## config.mk

```make
export PLATFORM = sky130hd
export DESIGN_NAME = i2c_rx_buffer
export DESIGN_NICKNAME = d
export VERILOG_FILES = /design/src/rtl/i2c_buf_pkg.sv /design/src/rtl/i2c_rx_buffer_rise_detect.sv /design/src/rtl/i2c_rx_buffer.sv
export SDC_FILE = /design/constraint.sdc
export NUM_CORES = 1
export LEC_CHECK = 0
export ABC_AREA = 1
export CELL_PAD_IN_SITES_DETAIL_PLACEMENT = 2
export CELL_PAD_IN_SITES_GLOBAL_PLACEMENT = 2
export CORE_MARGIN = 4
export CORE_UTILIZATION = 41
export CTS_CLUSTER_SIZE = 28
export DETAILED_ROUTE_END_ITERATION = 10
export GPL_TIMING_DRIVEN = 1
export PLACE_DENSITY_LB_ADDON = 0.3
export SYNTH_ARGS = -nofsm -noshare
export SYNTH_HDL_FRONTEND = slang
export SYNTH_HIERARCHICAL = 1
export SYNTH_SLANG_ARGS = --single-unit
```

## constraint.sdc

```tcl
create_clock -name clk -period 5.4 [get_ports clk]
set_input_delay 1.08 -clock clk [delete_from_list [all_inputs] [get_ports clk]]
set_output_delay 1.08 -clock clk [all_outputs]
set_load 0.01 [all_outputs]
```

## src/rtl/i2c_buf_pkg.sv

```systemverilog
// Shared constants and helpers for the I2C receive byte buffer.
//   WIDTH_DEFAULT / DEPTH_DEFAULT : default byte width and FIFO depth
//   clog2()                       : pointer width from depth
//   ST_*                          : bit positions inside the 6-bit debug state vector
package i2c_buf_pkg;

   localparam int unsigned WIDTH_DEFAULT = 8;
   localparam int unsigned DEPTH_DEFAULT = 8;

   // Debug state vector layout: {overflow, full, empty, rd_ptr[2:0]}
   localparam int unsigned ST_W     = 6;
   localparam int unsigned ST_OVF   = 5;
   localparam int unsigned ST_FULL  = 4;
   localparam int unsigned ST_EMPTY = 3;
   localparam int unsigned ST_PTR_W = 3;

   // Ceiling log2, usable in constant expressions
   function automatic int unsigned clog2(input int unsigned v);
      int unsigned r;
      r = 0;
      for (int i = 0; i < 32; i++) begin
         if ((32'd1 << i) < v) r = 32'(i + 1);
      end
      return r;
   endfunction

endpackage

```

## src/rtl/i2c_rx_buffer_rise_detect.sv

```systemverilog
// Rising-edge detector: one-cycle pulse on the first cycle a level is seen high.
//   clk, reset : clock and asynchronous active-high reset
//   in         : level input
//   pulse      : in & ~(in delayed one cycle)
module rise_detect (
   input  logic clk,
   input  logic reset,
   input  logic in,
   output logic pulse
);

   logic in_d;

   // Previous-cycle copy of the level; clears on reset so a level held
   // through reset release is seen as a fresh edge.
   always_ff @(posedge clk or posedge reset) begin
      if (reset) in_d <= 1'b0;
      else       in_d <= in;
   end

   assign pulse = in & ~in_d;

endmodule

```

## src/rtl/i2c_rx_buffer.sv

```systemverilog
// Circular byte FIFO behind the I2C master's receive handshake; the show key
// steps through stored bytes one at a time.
//   clk, reset   : clock, asynchronous active-high reset
//   datareceive  : byte from the master, sampled on the rising edge of received
//   received     : receive-complete level; one push per assertion
//   swShow       : debounced show key level; one pop per press
//   clear        : synchronous flush of pointers, count and overflow
//   out          : last popped byte (held across clear and empty pops)
//   count        : stored bytes 0..DEPTH
//   empty, full  : decoded from count
//   overflow     : sticky, a byte was dropped while full
//   state        : debug {overflow, full, empty, rd_ptr[2:0]}
// DEPTH must be a power of two (2..256) so the pointers wrap naturally.
module i2c_rx_buffer
   import i2c_buf_pkg::*;
#(
   parameter  int unsigned WIDTH = WIDTH_DEFAULT,
   parameter  int unsigned DEPTH = DEPTH_DEFAULT,
   localparam int unsigned AW    = clog2(DEPTH)
) (
   input  logic             clk,
   input  logic             reset,
   input  logic [WIDTH-1:0] datareceive,
   input  logic             received,
   input  logic             swShow,
   input  logic             clear,
   output logic [WIDTH-1:0] out,
   output logic [AW:0]      count,
   output logic             empty,
   output logic             full,
   output logic             overflow,
   output logic [ST_W-1:0]  state
);

   logic             push;
   logic             pop;
   logic             do_push;
   logic             do_pop;
   logic [AW-1:0]    wr_ptr;
   logic [AW-1:0]    rd_ptr;
   logic [WIDTH-1:0] mem [DEPTH];

   rise_detect u_rx_edge (
      .clk   (clk),
      .reset (reset),
      .in    (received),
      .pulse (push)
   );

   rise_detect u_show_edge (
      .clk   (clk),
      .reset (reset),
      .in    (swShow),
      .pulse (pop)
   );

   assign empty = (count == (AW+1)'(0));
   assign full  = (count == (AW+1)'(DEPTH));

   // A pop is ignored when empty (no bypass); a push when full only lands
   // if a pop frees the slot on the same edge.
   always_comb begin
      do_pop  = pop & ~empty;
      do_push = push & (~full | do_pop);
   end

   // Pointers, count, overflow and the presented byte
   always_ff @(posedge clk or posedge reset) begin
      if (reset) begin
         wr_ptr   <= '0;
         rd_ptr   <= '0;
         count    <= '0;
         out      <= '0;
         overflow <= 1'b0;
      end else if (clear) begin
         wr_ptr   <= '0;
         rd_ptr   <= '0;
         count    <= '0;
         overflow <= 1'b0;
      end else begin
         if (do_push) wr_ptr <= wr_ptr + AW'(1);
         if (do_pop) begin
            rd_ptr <= rd_ptr + AW'(1);
            out    <= mem[rd_ptr];
         end
         if (push & ~do_push) overflow <= 1'b1;
         case ({do_push, do_pop})
            2'b10:   count <= count + (AW+1)'(1);
            2'b01:   count <= count - (AW+1)'(1);
            default: count <= count;
         endcase
      end
   end

   // Storage carries no reset; stale entries are never read past count.
   always_ff @(posedge clk) begin
      if (do_push & ~clear) mem[wr_ptr] <= datareceive;
   end

   assign state = {overflow, full, empty, ST_PTR_W'(rd_ptr)};

endmodule
```

==> out/metrics.yaml <==
cts_root_buffer: "clkbuf_8"
peakVddDrop_mv: 0.163
cts_buffers: 9
post_cts_buffers: 0
nNetsFinal: 368
antenna_found_initial: 0
synthCells: 320
status: "complete, no violations"
cp_top_family: "flip-flops"
synth_nets: 338
pin_count: 34
synth_cell_types: 28
fin_worst_skew_ps: 21.0
period_minus_slack_ps: 3250
avgRoutedWirePerCell_um: 23.4
dp_hpwl_um: 7460
hold_buffers: 0
port_buffers: 33
rows: 34
synth_warnings: 6
vias: 2562
gp_congestion: 0.767
cellPowerDensity_nw_per_um2: 358
final_cell_mix: "edfxtp_1, nor2_1, nand2_1"
avgSynthCellArea_um2: 11.6
max_freq_mhz: 308
drv_slew: 0
yosysTopAreaCellShare_pct: 52.0
slew_headroom_pct: 24.1
grt_pass1_vias: 2843
fin_tns_setup_ps: 0
ant_nets: 0
cpMaxStageDelayCell: "dfrtp_1"
wl_um: 10800
drc_errors: 0
p_leak_nw: 1.58
drt_iter0_markers: 177
crit_buf_inv: 1
maxCapViolations: 0
fin_crit_sh_pct: 60.2
core_area_um2: 8760
clockBufferDepth: 2
viasPerCell: 5.53
hp-class: "flip-flop to flip-flop"
drive_gt1_share_pct: 9.86
netlist_area_um2: 3700
start_util_pct: 42.2
path_cells: "clkdlybuf4s50_1"
nFillCells: 884
final_common_cell: "edfxtp_1"
crit_path_end_kind: "primary output"
clk_pin_slew_ps: 90
yosys-top-cells-area: "edfxtp_1, dfrtp_1, nor2_1"
synth_largest_area_cell: "edfxtp_1"
insertion_delay_ps: 370
worst-endpoint-arrival_ps: 2170
grt_setup_unrepaired: "no"
h-tree-depth: 3
worstMarginPinSlew_ps: 1140
setup_viol: 0
synth_seq_cells: 85
grt_max_degree: 36
cts_sinks: 85
holdWs_ps: 493
die_w_um: 103
max_stage_delay_ps: 1100
ctsResizeCount: 0
die_area_um2: 10600
crit_type: "flip-flop to primary output"
worstPathRequired_ps: 4320
diodes: 0
area.growth.synth_to_final_pct: 16.2
yosysSeqAreaShare_pct: 66.2
grt_pass1_wl_um: 16500
cp-start-kind: "flip-flop"
hold_viol_final: 0
firstDrtPassIters: 4
fp.dieH_um: 103
crit_fanout: 35
tritoncts: "done"
grt_usage_pct: 21.8
overflow: 0
## routing by layer
metal / wire length (µm) / part of all wire [%] / GRT usage, %
met2: 5640 / 52 / 38.6
met3: 420 / 3.9 / 3.92
met4: 266 / 2.5 / 9.06
met1: 4490 / 42 / 26.1
met5: 0 / 0 / 0
## cell type report
class	count	area [µm²]	share of cell area, %
Sequential cell	85	2450	56.9
Multi-Input combinational cell	197	1070	24.9
Timing Repair Buffer	34	338	7.86
Tap cell	108	135	3.14
Clock buffer	9	124	2.88
Clock inverter	7	97.6	2.27
Inverter	23	86.3	2.01
## path summary, 6_finish.rpt
| kind | start | end | slack [ps] | depth (start not counted) |
|---|---|---|---|---|
| setup / recovery | rd_ptr[1] | state[1] | 2150 | 1 |
| min in group asynchronous | reset | u_show_edge/in_d | 920 | 2 |
| max in group asynchronous | reset | out[5] | 3620 | 2 |
| setup reg to reg | u_show_edge/in_d | mem[5][0] | 3260 | 5 |
| hold / removal | out[7] | out[7] | 490 | 2 |
| hold reg to reg | out[7] | out[7] | 490 | 2 |
## Yosys cell counts (all sizes together)
master	n
ha	4
xor2	1
fa	1
o211ai	16
nand3	27
dfrtp	21
inv	22
a21oi	2
nand4	2
o21a	1
edfxtp	64
buf	15
nand2	37
o21ai	39
clkinv	1
nor2	67
## state kept, by name, indices dropped and copies added (netlist names)
| name | cells |
|---|---|
| overflow | 1 |
| rd_ptr | 3 |
| u_rx_edge/in_d | 1 |
| mem | 64 |
| wr_ptr | 3 |
| out | 8 |
| count | 4 |
| u_show_edge/in_d | 1 |
## kinds of logic (layout without fill, tap and decap cells)
| logic type | after synthesis | after routing | synth area share, % |
|---|---|---|---|
| AO/OA/AOI/OAI | 58 | 58 | 9.51 |
| buffers and inverters | 38 | 73 | 4.87 |
| flip-flops | 85 | 85 | 66.2 |
| AND/OR/NAND/NOR | 133 | 133 | 17.3 |
| XOR/XNOR | 1 | 1 | 0.237 |
| adder cells (fa/ha/maj) | 5 | 5 | 1.90 |
## report_power, final
group | leakage, nW | internal [mW] | switching [mW]
Sequential | 0.850 | 0.740 | 0.0279
Clock | 0.107 | 0.262 | 0.249
Combinational | 0.624 | 0.114 | 0.145
Total | 1.58 | 1.12 | 0.422
## stage by stage
| stage | utilization (%) | setup slack, ps | power, mW | cell area (µm²) | cells |
|---|---|---|---|---|---|
| after floorplan | - | 2880 | 0.911 | 3700 | 320 |
| after CTS | 49.0 | 2120 | 1.55 | 4300 | 463 |
| final | 49.0 | 2150 | 1.54 | 4300 | 463 |
| after detailed placement | 46.5 | 1980 | 1.04 | 4080 | 447 |
| after global routing | 49.0 | 2040 | 1.61 | 4300 | 463 |
| after global placement | 46.5 | 2210 | 1.03 | 4080 | 447 |
No activity file was read; power rests on OpenSTA's default activity.
